==> src/rtl/cache_miss_arbiter_pkg.sv <==
// Shared cache package for the miss arbiter slice.
// Holds the bus widths, the arbiter state encoding and the owner encoding
// so the interface, the picker and the arbiter all agree on them.
package cache_miss_arbiter_pkg;

  localparam int ADDR_W = 16;
  localparam int DATA_W = 16;

  typedef enum logic [2:0] {
    ST_IDLE,
    ST_WRITE,
    ST_LAUNCH,
    ST_FILL,
    ST_DONE
  } arb_state_t;

  // Owner bit: which cache the current fill belongs to.
  localparam logic OWNER_D = 1'b0;
  localparam logic OWNER_I = 1'b1;

endpackage

==> src/rtl/cache_miss_arbiter_if.sv <==
// Bundle of every request, fill-FSM and memory-write signal around the
// miss arbiter.
//   slave  modport : the arbiter (takes requests and FSM status, drives
//                    launch, steered strobes, stalls and the write port)
//   master modport : the surrounding pipeline / fill FSM / memory side
interface cache_miss_arbiter_if;
  import cache_miss_arbiter_pkg::*;

  logic              i_miss;
  logic [ADDR_W-1:0] i_miss_addr;
  logic              d_miss;
  logic [ADDR_W-1:0] d_miss_addr;
  logic              d_wr_req;
  logic [ADDR_W-1:0] d_wr_addr;
  logic [DATA_W-1:0] d_wr_data;

  logic              fsm_busy;
  logic              fsm_wen_cache;
  logic              fsm_wen_tag;

  logic              miss_detected;
  logic [ADDR_W-1:0] miss_address;
  logic              i_wen_cache;
  logic              i_wen_tag;
  logic              d_wen_cache;
  logic              d_wen_tag;
  logic              i_stall;
  logic              d_stall;

  logic              mem_wr_en;
  logic [ADDR_W-1:0] mem_wr_addr;
  logic [DATA_W-1:0] mem_wr_data;
  logic              d_wr_ack;

  modport slave (
    input  i_miss, i_miss_addr, d_miss, d_miss_addr,
    input  d_wr_req, d_wr_addr, d_wr_data,
    input  fsm_busy, fsm_wen_cache, fsm_wen_tag,
    output miss_detected, miss_address,
    output i_wen_cache, i_wen_tag, d_wen_cache, d_wen_tag,
    output i_stall, d_stall,
    output mem_wr_en, mem_wr_addr, mem_wr_data, d_wr_ack
  );

  modport master (
    output i_miss, i_miss_addr, d_miss, d_miss_addr,
    output d_wr_req, d_wr_addr, d_wr_data,
    output fsm_busy, fsm_wen_cache, fsm_wen_tag,
    input  miss_detected, miss_address,
    input  i_wen_cache, i_wen_tag, d_wen_cache, d_wen_tag,
    input  i_stall, d_stall,
    input  mem_wr_en, mem_wr_addr, mem_wr_data, d_wr_ack
  );

endinterface

==> src/rtl/cache_miss_arbiter_rr_pick2.sv <==
// Combinational two-way round-robin picker between the D and I miss requests.
//   req_d, req_i : pending miss requests
//   last         : owner of the most recently completed fill (0=D, 1=I)
//   grant        : at least one request is pending
//   owner        : chosen requester (0=D, 1=I); on a tie the one that did
//                  not go last wins
module rr_pick2
  import cache_miss_arbiter_pkg::*;
(
  input  logic req_d,
  input  logic req_i,
  input  logic last,
  output logic grant,
  output logic owner
);

  always_comb begin
    grant = req_d | req_i;
    if (req_d && req_i) begin
      owner = ~last;
    end else if (req_i) begin
      owner = OWNER_I;
    end else begin
      owner = OWNER_D;
    end
  end

endmodule

==> src/rtl/cache_miss_arbiter.sv <==
// Arbitrates I-cache misses, D-cache misses and D-cache write-throughs onto
// a single fill FSM and memory write port.
//   clk, rst_n : clock and synchronous active-low reset
//   bus        : slave side of cache_miss_arbiter_if (requests, fill-FSM
//                status/strobes in; launch, steered strobes, stalls and the
//                memory write port out)
// A write-through always wins in IDLE; otherwise misses are picked round-robin.
// Every output is held at 0 while rst_n is low.
module cache_miss_arbiter
  import cache_miss_arbiter_pkg::*;
(
  input  logic                 clk,
  input  logic                 rst_n,
  cache_miss_arbiter_if.slave  bus
);

  arb_state_t        state, state_next;
  logic              owner, owner_next;
  logic              last_owner, last_owner_next;
  logic [ADDR_W-1:0] miss_addr_q, miss_addr_next;
  logic [ADDR_W-1:0] wr_addr_q, wr_addr_next;
  logic [DATA_W-1:0] wr_data_q, wr_data_next;
  logic              pick_grant, pick_owner;
  logic              steer, done_i, done_d;

  rr_pick2 u_pick (
    .req_d (bus.d_miss),
    .req_i (bus.i_miss),
    .last  (last_owner),
    .grant (pick_grant),
    .owner (pick_owner)
  );

  // last_owner resets to I so that the very first tie goes to D.
  always_ff @(posedge clk) begin
    if (!rst_n) begin
      state       <= ST_IDLE;
      owner       <= OWNER_D;
      last_owner  <= OWNER_I;
      miss_addr_q <= '0;
      wr_addr_q   <= '0;
      wr_data_q   <= '0;
    end else begin
      state       <= state_next;
      owner       <= owner_next;
      last_owner  <= last_owner_next;
      miss_addr_q <= miss_addr_next;
      wr_addr_q   <= wr_addr_next;
      wr_data_q   <= wr_data_next;
    end
  end

  always_comb begin
    state_next      = state;
    owner_next      = owner;
    last_owner_next = last_owner;
    miss_addr_next  = miss_addr_q;
    wr_addr_next    = wr_addr_q;
    wr_data_next    = wr_data_q;

    bus.miss_detected = 1'b0;
    bus.miss_address  = '0;
    bus.mem_wr_en     = 1'b0;
    bus.mem_wr_addr   = '0;
    bus.mem_wr_data   = '0;
    bus.d_wr_ack      = 1'b0;

    unique case (state)
      // Requests are only sampled here; anything that changes in the other
      // states is ignored until we come back.
      ST_IDLE: begin
        if (bus.d_wr_req) begin
          state_next   = ST_WRITE;
          wr_addr_next = bus.d_wr_addr;
          wr_data_next = bus.d_wr_data;
        end else if (pick_grant) begin
          state_next     = ST_LAUNCH;
          owner_next     = pick_owner;
          miss_addr_next = (pick_owner == OWNER_I) ? bus.i_miss_addr : bus.d_miss_addr;
        end
      end
      ST_WRITE: begin
        bus.mem_wr_en   = 1'b1;
        bus.mem_wr_addr = wr_addr_q;
        bus.mem_wr_data = wr_data_q;
        bus.d_wr_ack    = 1'b1;
        state_next      = ST_IDLE;
      end
      ST_LAUNCH: begin
        bus.miss_detected = 1'b1;
        bus.miss_address  = miss_addr_q;
        state_next        = ST_FILL;
      end
      ST_FILL: begin
        bus.miss_address = miss_addr_q;
        if (!bus.fsm_busy) begin
          state_next      = ST_DONE;
          last_owner_next = owner;
        end
      end
      ST_DONE: begin
        bus.miss_address = miss_addr_q;
        state_next       = ST_IDLE;
      end
      default: begin
        state_next = ST_IDLE;
      end
    endcase

    // Fill strobes only reach the owning cache while a fill is in flight.
    steer  = (state == ST_LAUNCH) || (state == ST_FILL);
    done_i = (state == ST_DONE) && (owner == OWNER_I);
    done_d = (state == ST_DONE) && (owner == OWNER_D);

    bus.i_wen_cache = steer && (owner == OWNER_I) && bus.fsm_wen_cache;
    bus.i_wen_tag   = steer && (owner == OWNER_I) && bus.fsm_wen_tag;
    bus.d_wen_cache = steer && (owner == OWNER_D) && bus.fsm_wen_cache;
    bus.d_wen_tag   = steer && (owner == OWNER_D) && bus.fsm_wen_tag;

    // DONE releases the owner for one cycle so it can re-probe and hit.
    bus.i_stall = bus.i_miss && !done_i;
    bus.d_stall = (bus.d_miss && !done_d) || (bus.d_wr_req && (state != ST_WRITE));

    if (!rst_n) begin
      bus.miss_detected = 1'b0;
      bus.miss_address  = '0;
      bus.i_wen_cache   = 1'b0;
      bus.i_wen_tag     = 1'b0;
      bus.d_wen_cache   = 1'b0;
      bus.d_wen_tag     = 1'b0;
      bus.i_stall       = 1'b0;
      bus.d_stall       = 1'b0;
      bus.mem_wr_en     = 1'b0;
      bus.mem_wr_addr   = '0;
      bus.mem_wr_data   = '0;
      bus.d_wr_ack      = 1'b0;
    end
  end

endmodule

==> src/flat_wrapper.sv <==
// flat-port wrapper written by rule: the top's interface ports become plain ports
module cache_miss_arbiter_flat import cache_miss_arbiter_pkg::*;
  (clk, rst_n, bus_i_miss, bus_i_miss_addr, bus_d_miss, bus_d_miss_addr, bus_d_wr_req, bus_d_wr_addr, bus_d_wr_data, bus_fsm_busy, bus_fsm_wen_cache, bus_fsm_wen_tag, bus_miss_detected, bus_miss_address, bus_i_wen_cache, bus_i_wen_tag, bus_d_wen_cache, bus_d_wen_tag, bus_i_stall, bus_d_stall, bus_mem_wr_en, bus_mem_wr_addr, bus_mem_wr_data, bus_d_wr_ack);
  cache_miss_arbiter_if bus_i ();
  input  logic clk;
  input  logic rst_n;
  input wire logic [$bits(bus_i.i_miss)-1:0] bus_i_miss;
  input wire logic [$bits(bus_i.i_miss_addr)-1:0] bus_i_miss_addr;
  input wire logic [$bits(bus_i.d_miss)-1:0] bus_d_miss;
  input wire logic [$bits(bus_i.d_miss_addr)-1:0] bus_d_miss_addr;
  input wire logic [$bits(bus_i.d_wr_req)-1:0] bus_d_wr_req;
  input wire logic [$bits(bus_i.d_wr_addr)-1:0] bus_d_wr_addr;
  input wire logic [$bits(bus_i.d_wr_data)-1:0] bus_d_wr_data;
  input wire logic [$bits(bus_i.fsm_busy)-1:0] bus_fsm_busy;
  input wire logic [$bits(bus_i.fsm_wen_cache)-1:0] bus_fsm_wen_cache;
  input wire logic [$bits(bus_i.fsm_wen_tag)-1:0] bus_fsm_wen_tag;
  output wire logic [$bits(bus_i.miss_detected)-1:0] bus_miss_detected;
  output wire logic [$bits(bus_i.miss_address)-1:0] bus_miss_address;
  output wire logic [$bits(bus_i.i_wen_cache)-1:0] bus_i_wen_cache;
  output wire logic [$bits(bus_i.i_wen_tag)-1:0] bus_i_wen_tag;
  output wire logic [$bits(bus_i.d_wen_cache)-1:0] bus_d_wen_cache;
  output wire logic [$bits(bus_i.d_wen_tag)-1:0] bus_d_wen_tag;
  output wire logic [$bits(bus_i.i_stall)-1:0] bus_i_stall;
  output wire logic [$bits(bus_i.d_stall)-1:0] bus_d_stall;
  output wire logic [$bits(bus_i.mem_wr_en)-1:0] bus_mem_wr_en;
  output wire logic [$bits(bus_i.mem_wr_addr)-1:0] bus_mem_wr_addr;
  output wire logic [$bits(bus_i.mem_wr_data)-1:0] bus_mem_wr_data;
  output wire logic [$bits(bus_i.d_wr_ack)-1:0] bus_d_wr_ack;
  assign bus_i.i_miss = bus_i_miss;
  assign bus_i.i_miss_addr = bus_i_miss_addr;
  assign bus_i.d_miss = bus_d_miss;
  assign bus_i.d_miss_addr = bus_d_miss_addr;
  assign bus_i.d_wr_req = bus_d_wr_req;
  assign bus_i.d_wr_addr = bus_d_wr_addr;
  assign bus_i.d_wr_data = bus_d_wr_data;
  assign bus_i.fsm_busy = bus_fsm_busy;
  assign bus_i.fsm_wen_cache = bus_fsm_wen_cache;
  assign bus_i.fsm_wen_tag = bus_fsm_wen_tag;
  assign bus_miss_detected = bus_i.miss_detected;
  assign bus_miss_address = bus_i.miss_address;
  assign bus_i_wen_cache = bus_i.i_wen_cache;
  assign bus_i_wen_tag = bus_i.i_wen_tag;
  assign bus_d_wen_cache = bus_i.d_wen_cache;
  assign bus_d_wen_tag = bus_i.d_wen_tag;
  assign bus_i_stall = bus_i.i_stall;
  assign bus_d_stall = bus_i.d_stall;
  assign bus_mem_wr_en = bus_i.mem_wr_en;
  assign bus_mem_wr_addr = bus_i.mem_wr_addr;
  assign bus_mem_wr_data = bus_i.mem_wr_data;
  assign bus_d_wr_ack = bus_i.d_wr_ack;
  cache_miss_arbiter u_core (.clk(clk), .rst_n(rst_n), .bus(bus_i));
endmodule
==> config.mk <==
export PLATFORM = sky130hd
export DESIGN_NAME = cache_miss_arbiter_flat
export DESIGN_NICKNAME = d
export VERILOG_FILES = /design/src/rtl/cache_miss_arbiter_pkg.sv /design/src/rtl/cache_miss_arbiter_if.sv /design/src/rtl/cache_miss_arbiter_rr_pick2.sv /design/src/rtl/cache_miss_arbiter.sv /design/src/flat_wrapper.sv
export SDC_FILE = /design/constraint.sdc
export NUM_CORES = 1
export LEC_CHECK = 0
export BUFFER_PORTS_ARGS = -buffer_cell sky130_fd_sc_hd__buf_2
export CELL_PAD_IN_SITES_DETAIL_PLACEMENT = 0
export CELL_PAD_IN_SITES_GLOBAL_PLACEMENT = 1
export CORE_MARGIN = 2
export CORE_UTILIZATION = 32
export CTS_CLUSTER_DIAMETER = 30
export CTS_CLUSTER_SIZE = 25
export DETAILED_ROUTE_END_ITERATION = 12
export HOLD_SLACK_MARGIN = 0.02
export PLACE_DENSITY_LB_ADDON = 0.1
export SLEW_MARGIN = 10
export SYNTH_ARGS = -nofsm -noshare
export SYNTH_HDL_FRONTEND = slang
export SYNTH_SLANG_ARGS = --single-unit
==> constraint.sdc <==
create_clock -name clk -period 2.45 [get_ports clk]
set_clock_uncertainty 0.15 [all_clocks]
set_input_delay 0 -clock clk [delete_from_list [all_inputs] [get_ports clk]]
set_output_delay 0 -clock clk [all_outputs]
set_load 0.02 [all_outputs]
==> reports/metrics.csv, run 1 <==
stage;metric;value;unit
status;outcome;finished, final reports clean;
power_and_ir_drop;Comb pwr share;0.240;
routing;vias per cell;4.60;
power_and_ir_drop;internal power;0.00138;W
floorplanning;Std-Cell Rows;32;
layout;share of cells above drive strength 1;0.341;
layout;Layout Utilization;0.520;
routing;via count;2668;
clocking;Clock Latency Late Sink;0.30;ns
critical_path;worst stage delay on the critical path;0.59;ns
floorplanning;die width;94.2;µm
layout;P&R area growth vs syn;56.1;%
placement;DP Wirelength;4710;µm
critical_path;Worst Path Arrival;2.03;ns
sta;Tmin final;2.18;ns
critical_path;slowest cell on the critical path;dfxtp_1;
clocking;Root Buffer;clkbuf_8;
floorplanning;Die ar.;8870;µm²
global_routing;largest net degree at the start of global routing;59;
routing;Post-DRT Antenna Nets;0;
power_and_ir_drop;switch share;0.280;
yosys;FFs w/ async S/R, synth;0;
layout;# diodes;0;
yosys;Main synth FF type;dfxtp_1;
clocking;CTS Buf Count;5;
sta;Final Max Tran Viols;0;
yosys;YS warnings;0;
yosys;Post-Syn Area per Cell;8.79;µm²
floorplanning;Die H;94.2;µm
clocking;CTS tree;done;
critical_path;Worst Setup Start Kind;flip-flop;
sta;final setup vio count;0;
yosys;top cells by area, synth;dfxtp_1 (41%), and2_1 (12%), nand2_1 (9.7%), a21boi_0 (8.1%), o221a_2 (7.4%);
floorplanning;initial core utilization;0.333;
power_and_ir_drop;PD cells;473;nW/µm²
global_routing;vias in the first global route;2622;
routing;DR WL/cell;12.8;µm
global_routing;GR Util All Layers;0.171;
yosys;Synth top area share;0.408;
layout;commonest non-fill, non-tap cell in the layout;buf_2;
critical_path;worst-path fanout max;16;
routing;total iterations of the first detailed-routing run;6;
sta;Final period util;0.888;
run;max_cap viols;0;
sta;endpoints failing hold;0;
routing;top layer in use;met4;
sta;RSZ-0062 raised after global routing;false;
yosys;syn nets;368;
layout;number of fill cells;788;
power_and_ir_drop;Sequential Power Share;0.508;
global_routing;Remaining Overflow, GRT;0;
clocking;clk buf depth;2;
critical_path;critical path type;flip-flop to output pin;
global_routing;global-route wire length before repair;12100;µm
yosys;register area share after synthesis;0.408;
floorplanning;Top-Level Pins;129;
critical_path;Cell Chain, Critical Path;nor3b_1 -> o21a_1 -> and2_1 -> buf_2;
yosys;Distinct cells, synth;32;
floorplanning;Core ar.;7810;µm²
sta;worst-margin pin slew;0.707;ns
clocking;Clock Sinks;53;
routing;Post-Route WL;7440;µm
routing;DR WL met2;3480;µm
power_and_ir_drop;Sw Pwr;0.000538;W
power_and_ir_drop;Lkg Pwr;1.83;nW
critical_path;CP required;2.30;ns
global_routing;initial antenna violation count;0;
yosys;Syn Inst Count;296;
routing;met1 wire length;3410;µm
clocking;Reg clk slew, reported paths;0.09;ns
routing;WL met3;471;µm
critical_path;Critical Path End Type;output pin;
power_and_ir_drop;Worst VDD drop;0.227;mV
routing;1st-iter DRT viols;86;
sta;Slew HR;0.528;
routing;DRC Markers;0;
clocking;CTS HTree Levels;2;
layout;# nets final;549;
layout;most frequent cells in the layout;buf_2 (128), dlygate4sd3_1 (72), nand2_1 (67);
power_and_ir_drop;clock share of power;0.252;
yosys;Yosys top cell by area;dfxtp_1;
sta;setup TNS;0;ns
yosys;Post-synth EDFFs;0;
yosys;Synth Register Bits;53;
sta;Achievable Freq;460;MHz
yosys;mapped cell area;2600;µm²
placement;port bufs;128;
min_path;Tightest Hold Check Type;primary input to flip-flop;
placement;GP Congestion;0.687;
synthesized netlist by cell type (2+ instances only):
library cell  number
nand2_1           67
nor3_1             4
a21boi_1           6
nand3_1            2
clkbuf_1          16
nor3b_1            2
o32a_1            16
dfxtp_1           53
o21a_1             3
nor2_1             3
a21oi_1            2
a21boi_0          28
and2_1            49
buf_6              2
buf_2              9
o221a_2           17
nor2b_1            2
stage by stage:
stage	hold WS [ns]	area (µm²)	std cells	setup WS [ns]	total power, W
6_report	0.129	4060	580	0.275	0.00192
2_1_floorplan	-0.0174	2600	296	0.723	0.00124
4_1_cts	0.116	4060	580	0.0444	0.00196
3_3_place_gp	0.0930	3250	500	0.440	0.00136
3_5_place_dp	0.0976	3250	500	0.408	0.00136
5_1_grt	0.175	4060	580	0.0631	0.00204
critical path: cells and delay by family, from the launching register on:
kind / cells / cell delay [ns]
AND/OR/NAND/NOR: 2 / 0.53
AO/OA/AOI/OAI: 1 / 0.45
buffers and inverters: 1 / 0.16
flip-flops: 1 / 0.59
layer usage:
metal / up-vias / track usage
met5: - / 0
met4: 0 / 0.0435
met3: 6 / 0.0425
met2: 80 / 0.289
met1: 1200 / 0.216
li1: 1382 / -
flip-flops by register name (all words and copies together) (netlist names):
signal,flops
u_core.miss_addr_q,16
u_core.wr_addr_q,16
u_core.wr_data_q,16
u_core.state,3
u_core.last_owner,1
u_core.owner,1
cells by family (layout without fill, tap and decap cells):
| family | after synthesis | after routing | share of synthesized area |
|---|---|---|---|
| and+or+nand+nor | 137 | 137 | 0.276 |
| muxes | 1 | 1 | 0.00385 |
| buffers and inverters | 31 | 213 | 0.0606 |
| DFF | 53 | 53 | 0.408 |
| AOI/OAI and AO/OA | 74 | 74 | 0.252 |
final timing paths:
| kind | cells after the start | end | slack, ns | start |
|---|---|---|---|---|
| max | 4 | bus_miss_address[0] | 0.27 | u_core.state[2] |
| min | 3 | u_core.last_owner | 0.13 | rst_n |
| max reg2reg | 4 | u_core.wr_addr_q[12] | 0.37 | u_core.state[2] |
| min reg2reg | 2 | u_core.wr_addr_q[0] | 0.31 | u_core.wr_addr_q[0] |
power groups by stage:
stage	Sequential (W)	Combinational, W	Clock [W]
4_1_cts	0.000975	0.000467	0.000516
6_report	0.000975	0.000462	0.000485
5_1_grt	0.000986	0.000515	0.000535
3_5_place_dp	0.000995	0.000365	0
3_3_place_gp	0.000993	0.000363	0
2_1_floorplan	0.000977	0.000264	0
what timing repair did:
action	in CTS	in global routing
hold buffers	72	0
hold endpoints to repair	52	0
gates resized for setup	0	1
endpoints found under the setup margin	0	16
buffers inserted	0	0
final cells by class:
type	count	area, µm²	share of cell area
clock buffers	5	68.8	0.0169
clock inverters	3	17.5	0.00431
inverters	2	7.51	0.00185
multi-input cells	212	1390	0.343
flip-flops and latches	53	1060	0.261
well taps	102	128	0.0314
repair buffers	203	1380	0.341
No activity file was read; power rests on OpenSTA's default activity.
==> inputs of run 2 (changes only) <==
--- a/config.mk
+++ b/config.mk
@@ -18,4 +18,5 @@
 export SLEW_MARGIN = 10
 export SYNTH_ARGS = -nofsm -noshare
 export SYNTH_HDL_FRONTEND = slang
+export SYNTH_HIERARCHICAL = 1
 export SYNTH_SLANG_ARGS = --single-unit
==> reports/metrics.csv, run 2 <==
stage;metric;value;unit
critical_path;WP buf/inv;2;
layout;share of cells above drive strength 1;0.299;
sta;Slew HR;0.573;
sta;worst-margin pin slew;0.640;ns
yosys;Post-Syn Area per Cell;8.39;µm²
placement;GP Congestion;0.734;
layout;P&R area growth vs syn;59.2;%
min_path;hold path start;bus_d_miss;
layout;largest registers;u_core/miss_addr_q: 16 flops, u_core/wr_addr_q: 16 flops, u_core/wr_data_q: 16 flops;
critical_path;Top delay family on crit path;buffers and inverters;
layout;# nets final;572;
yosys;adder-cell share of the synthesized area;0;
global_routing;largest net degree at the start of global routing;65;
critical_path;slowest cell on the critical path;dlygate4sd3_1;
critical_path;reg2reg path depth;4;
placement;DP Wirelength;4430;µm
routing;Post-DRT Antenna Nets;0;
run;max_cap viols;0;
floorplanning;die width;94.7;µm
power_and_ir_drop;PD cells;502;nW/µm²
global_routing;global-route wire length before repair;11300;µm
yosys;Synth Area in XOR/XNOR;0;
global_routing;initial antenna violation count;0;
yosys;syn nets;386;
yosys;Syn Inst Count;314;
sta;RSZ-0062 raised after global routing;false;
power_and_ir_drop;Lkg Pwr;2.04;nW
routing;1st-iter DRT viols;79;
clocking;Clock Sinks;53;
placement;port bufs;128;
layout;commonest non-fill, non-tap cell in the layout;buf_2;
critical_path;Worst R2R Start;u_core/state[2];
clocking;CTS tree;done;
floorplanning;Top-Level Pins;129;
yosys;main combinational cell family by area after synthesis;simple AND/OR/NAND/NOR gates;
yosys;register area share after synthesis;0.403;
floorplanning;Die H;94.7;µm
floorplanning;Die ar.;8980;µm²
status;outcome;finished, final reports clean;
clocking;Root Buffer;clkbuf_8;
yosys;mapped cell area;2640;µm²
yosys;Distinct cells, synth;31;
yosys;post-synthesis compound-gate area fraction;0.144;
layout;# diodes;0;
critical_path;Worst Path Arrival;2.24;ns
global_routing;GR Util All Layers;0.154;
floorplanning;Core ar.;8090;µm²
routing;DRC Markers;0;
routing;vias per cell;4.61;
critical_path;Worst Setup Start Kind;flip-flop;
yosys;Synth top area share;0.403;
critical_path;critical path type;flip-flop to flip-flop;
sta;Achievable Freq;453;MHz
clocking;CTS HTree Levels;2;
yosys;YS warnings;6;
yosys;Yosys top cell by area;dfxtp_1;
layout;most frequent cells in the layout;buf_2 (128), dlygate4sd3_1 (76), dfxtp_1 (53);
critical_path;CP required;2.48;ns
min_path;worst hold path depth;5;
critical_path;worst stage delay on the critical path;0.59;ns
clocking;Reg clk slew, reported paths;0.09;ns
clocking;Clock Latency Late Sink;0.29;ns
routing;total iterations of the first detailed-routing run;4;
yosys;FFs w/ async S/R, synth;0;
sta;Tmin final;2.21;ns
yosys;Synth Register Bits;53;
global_routing;vias in the first global route;2605;
yosys;Main synth FF type;dfxtp_1;
power_and_ir_drop;Worst VDD drop;0.342;mV
placement;DP Worst Slack;0.681;ns
critical_path;Critical Path End Type;flip-flop;
critical_path;r2r setup slk;0.24;ns
critical_path;Cell Chain, Critical Path;nor4b_4 -> buf_6 -> o21ai_0 -> dlygate4sd3_1;
yosys;multiplexer share of the synthesized area;0.0646;
sta;setup TNS;0;ns
critical_path;worst flop-to-flop path endpoint;u_core/wr_data_q[10];
yosys;Post-Synth Simple-Gate Area;0.328;
sta;Final period util;0.902;
sta;Final Max Tran Viols;0;
sta;endpoints failing hold;0;
clocking;clk buf depth;2;
yosys;Post-synth EDFFs;0;
routing;via count;2795;
min_path;Tightest Hold Check Type;primary input to flip-flop;
power_and_ir_drop;total power draw;0.00210;W
floorplanning;Std-Cell Rows;33;
global_routing;Remaining Overflow, GRT;0;
clocking;CTS Buf Count;5;
clocking;Post-CTS Setup Bufs;0;
yosys;Post-synth top cells;dfxtp_1 (53), nand3_1 (50), and2_1 (49), nand2_1 (36), o21ai_0 (28);
min_path;Min-Delay Endpoint;u_core/owner;
sta;final setup vio count;0;
routing;Post-Route WL;6950;µm
yosys;top cells by area, synth;dfxtp_1 (40%), and2_1 (12%), nand3_1 (9.5%), mux2i_1 (6.5%), o211a_1 (6.1%);
critical_path;worst-path fanout max;64;
routing;DR WL/cell;11.5;µm
yosys;most common cell in the netlist;dfxtp_1;
sta;Final WS setup;0.241;ns
floorplanning;initial core utilization;0.326;
[run 2: layout make-up]
cell class	count	area, µm²
well taps	105	131
clock inverters	3	65.1
repair buffers	210	1450
flip-flops and latches	53	1060
multi-input cells	230	1420
fillers	779	3900
clock buffers	5	68.8
[run 2: metal layers]
layer / vias to the layer above / share of wire / track usage
li1: 1449 / - / -
met5: - / 0 / 0
met4: 0 / 0.0049 / 0.0362
met2: 84 / 0.48 / 0.284
met1: 1260 / 0.45 / 0.176
met3: 2 / 0.069 / 0.0391
[run 2: cells by family (layout without fill, tap and decap cells)]
group,after synthesis,count (layout)
AND/OR/NAND/NOR,157,157
multiplexers,17,17
AO/OA/AOI/OAI,56,56
flip-flops,53,53
buffers and inverters,31,218
[run 2: stage by stage]
stage / hold slack (ns) / utilization / area (µm²) / cells
floorplan: -0.0196 / - / 2640 / 314
global placement: 0.0654 / 0.407 / 3300 / 522
detailed placement: 0.0724 / 0.407 / 3300 / 522
CTS: 0.143 / 0.518 / 4190 / 606
global route: 0.190 / 0.518 / 4190 / 606
finish: 0.154 / 0.518 / 4190 / 606
[run 2: what timing repair did]
action,4_1_cts,5_1_grt
endpoints found under the setup margin,0,9
endpoints found under the hold margin,51,0
hold buffers,76,0
resized for setup,0,1
[run 2: worst min-delay path, stage by stage]
cell and delay, ns:
buf_2 0.12, a21boi_2 0.05, buf_4 0.21, nand4_1 0.09, o21ai_0 0.07
[run 2: power by group]
group	leakage (nW)	switching, W	internal [W]	total [W]
registers	0.435	0.0000446	0.000934	0.000979
logic	1.54	0.000210	0.000237	0.000447
clock network	0.0681	0.000272	0.000406	0.000678
total	2.04	0.000526	0.00158	0.00210
[run 2: worst max path at each step]
| stage | cells after the start | endpoint | slack, ns | start |
|---|---|---|---|---|
| after detailed placement | 4 | bus_miss_address[10] | 0.68 | u_core/state[2] |
| after CTS | 4 | u_core/wr_data_q[10] | 0.15 | u_core/state[2] |
| after floorplan | 6 | u_core/miss_addr_q[10] | 0.87 | u_core/last_owner |
| final | 4 | u_core/wr_data_q[10] | 0.24 | u_core/state[2] |
| after global placement | 4 | bus_miss_address[10] | 0.67 | u_core/state[2] |
| after global routing | 5 | u_core/wr_data_q[10] | 0.1 | u_core/state[2] |
==> inputs of run 3 (changes only) <==
--- a/config.mk
+++ b/config.mk
@@ -14,6 +14,7 @@
 export CTS_CLUSTER_SIZE = 25
 export DETAILED_ROUTE_END_ITERATION = 12
 export HOLD_SLACK_MARGIN = 0.02
+export MAX_ROUTING_LAYER = met4
 export PLACE_DENSITY_LB_ADDON = 0.1
 export SLEW_MARGIN = 10
 export SYNTH_ARGS = -nofsm -noshare
==> reports/metrics.csv, run 3 (synthesized netlist as in run 2, its figures left out) <==
stage;metric;value;unit
layout;# diodes;0;
layout;Layout Utilization;0.518;
clocking;Reg clk slew, reported paths;0.09;ns
critical_path;Worst Path Arrival;2.24;ns
global_routing;global-route wire length before repair;11300;µm
placement;DP Cell Count;522;
sta;endpoints failing hold;0;
power_and_ir_drop;Worst VDD drop;0.342;mV
clocking;Clock Latency Late Sink;0.29;ns
layout;most frequent cells in the layout;buf_2 (128), dlygate4sd3_1 (76), dfxtp_1 (53);
critical_path;Critical Path End Type;flip-flop;
run;max_cap viols;0;
placement;port bufs;128;
layout;share of cells above drive strength 1;0.299;
layout;commonest non-fill, non-tap cell in the layout;buf_2;
clocking;CTS Buf Count;5;
routing;total iterations of the first detailed-routing run;4;
placement;GP Congestion;0.743;
critical_path;critical path type;flip-flop to flip-flop;
power_and_ir_drop;PD cells;502;nW/µm²
layout;largest registers;u_core/miss_addr_q: 16 flops, u_core/wr_addr_q: 16 flops, u_core/wr_data_q: 16 flops;
critical_path;Worst R2R Start;u_core/state[2];
floorplanning;Top-Level Pins;129;
min_path;Tightest Hold Check Type;primary input to flip-flop;
layout;Layout Cells excl Fill;606;
routing;1st-iter DRT viols;80;
min_path;hold path start;bus_d_miss;
sta;Tmin final;2.21;ns
critical_path;r2r setup slk;0.24;ns
global_routing;met3 GRT Util;0.0327;
sta;worst-margin pin slew;0.643;ns
critical_path;reg2reg path depth;4;
global_routing;vias in the first global route;2606;
layout;P&R area growth vs syn;59.2;%
critical_path;worst flop-to-flop path endpoint;u_core/wr_data_q[10];
critical_path;CP Launch Point;u_core/state[2];
critical_path;worst-path fanout max;64;
global_routing;GR Util All Layers;0.158;
routing;vias per cell;4.60;
clocking;Clock Sinks;53;
routing;via count;2788;
placement;DP Wirelength;4430;µm
status;outcome;finished, final reports clean;
sta;Achievable Freq;453;MHz
global_routing;met2 GRT Util;0.284;
floorplanning;Std-Cell Rows;33;
floorplanning;Core ar.;8090;µm²
routing;DR WL/cell;11.5;µm
sta;Final Max Tran Viols;0;
clocking;CTS tree;done;
floorplanning;initial core utilization;0.326;
layout;# nets final;572;
power_and_ir_drop;Lkg Pwr;2.04;nW
sta;setup TNS;0;ns
routing;Post-DRT Antenna Nets;0;
routing;Post-Route WL;6950;µm
min_path;Min-Delay Endpoint;u_core/owner;
min_path;worst hold path depth;5;
global_routing;largest net degree at the start of global routing;65;
routing;DRC Markers;0;
sta;final setup vio count;0;
sta;Slew HR;0.571;
sta;RSZ-0062 raised after global routing;false;
clocking;Root Buffer;clkbuf_8;
floorplanning;die width;94.7;µm
floorplanning;Die H;94.7;µm
critical_path;CP required;2.48;ns
global_routing;layer with the highest usage;met2;
global_routing;initial antenna violation count;0;
clocking;clk buf depth;2;
clocking;CTS HTree Levels;2;
sta;Final period util;0.902;
global_routing;Remaining Overflow, GRT;0;
floorplanning;Die ar.;8980;µm²
global_routing;GR Util met1;0.180;
critical_path;Worst Setup Start Kind;flip-flop;
-- run 3: critical path, stage by stage, from the launching register on --
cell           delay (ns)
dfxtp_1              0.48
nor4b_4              0.32
buf_6                0.37
o21ai_0              0.17
dlygate4sd3_1        0.59
-- run 3: layer usage --
layer  part of all wire  up-vias  routed length (µm)
li1                   -     1449                   -
met1               0.45     1251                3150
met2               0.48       86                3340
met3              0.062        2                 428
met4             0.0033        0                  23
met5                  0        -                   0
-- run 3: layout make-up --
type                       count  area, µm²
multi-input combinational    230       1420
clock buffer                   5       68.8
timing repair buffer         210       1450
tap                          105        131
sequential                    53       1060
fill                         779       3900
clock inverter                 3       65.1
-- run 3: how the worst max path moves through the flow --
| stage | end | slack (ns) | cells past startpoint |
|---|---|---|---|
| after floorplan | u_core/miss_addr_q[10] | 0.87 | 6 |
| after global placement | bus_miss_address[10] | 0.67 | 4 |
| after detailed placement | bus_miss_address[10] | 0.68 | 4 |
| after CTS | u_core/wr_data_q[10] | 0.15 | 4 |
| after global routing | u_core/wr_data_q[10] | 0.1 | 5 |
| final | u_core/wr_data_q[10] | 0.24 | 4 |
-- run 3: stage by stage --
step | instance area, µm² | hold slack [ns] | setup WS, ns | total power [W]
2_1_floorplan | 2640 | -0.0196 | 0.872 | 0.00123
3_3_place_gp | 3300 | 0.0654 | 0.667 | 0.00134
3_5_place_dp | 3300 | 0.0724 | 0.681 | 0.00135
4_1_cts | 4190 | 0.143 | 0.153 | 0.00214
5_1_grt | 4190 | 0.190 | 0.0968 | 0.00223
6_report | 4190 | 0.154 | 0.241 | 0.00210
-- run 3: power breakdown --
part	internal, W	total (W)	switching, W	leakage [nW]
Clock	0.000406	0.000678	0.000272	0.0681
Combinational	0.000237	0.000447	0.000210	1.54
Sequential	0.000934	0.000979	0.0000446	0.435
-- run 3: timing repair --
action,in CTS,in global routing
gates resized for setup,0,1
buffers inserted,0,0
endpoints found under the hold margin,51,0
endpoints found under the setup margin,0,9
hold buffers,76,0
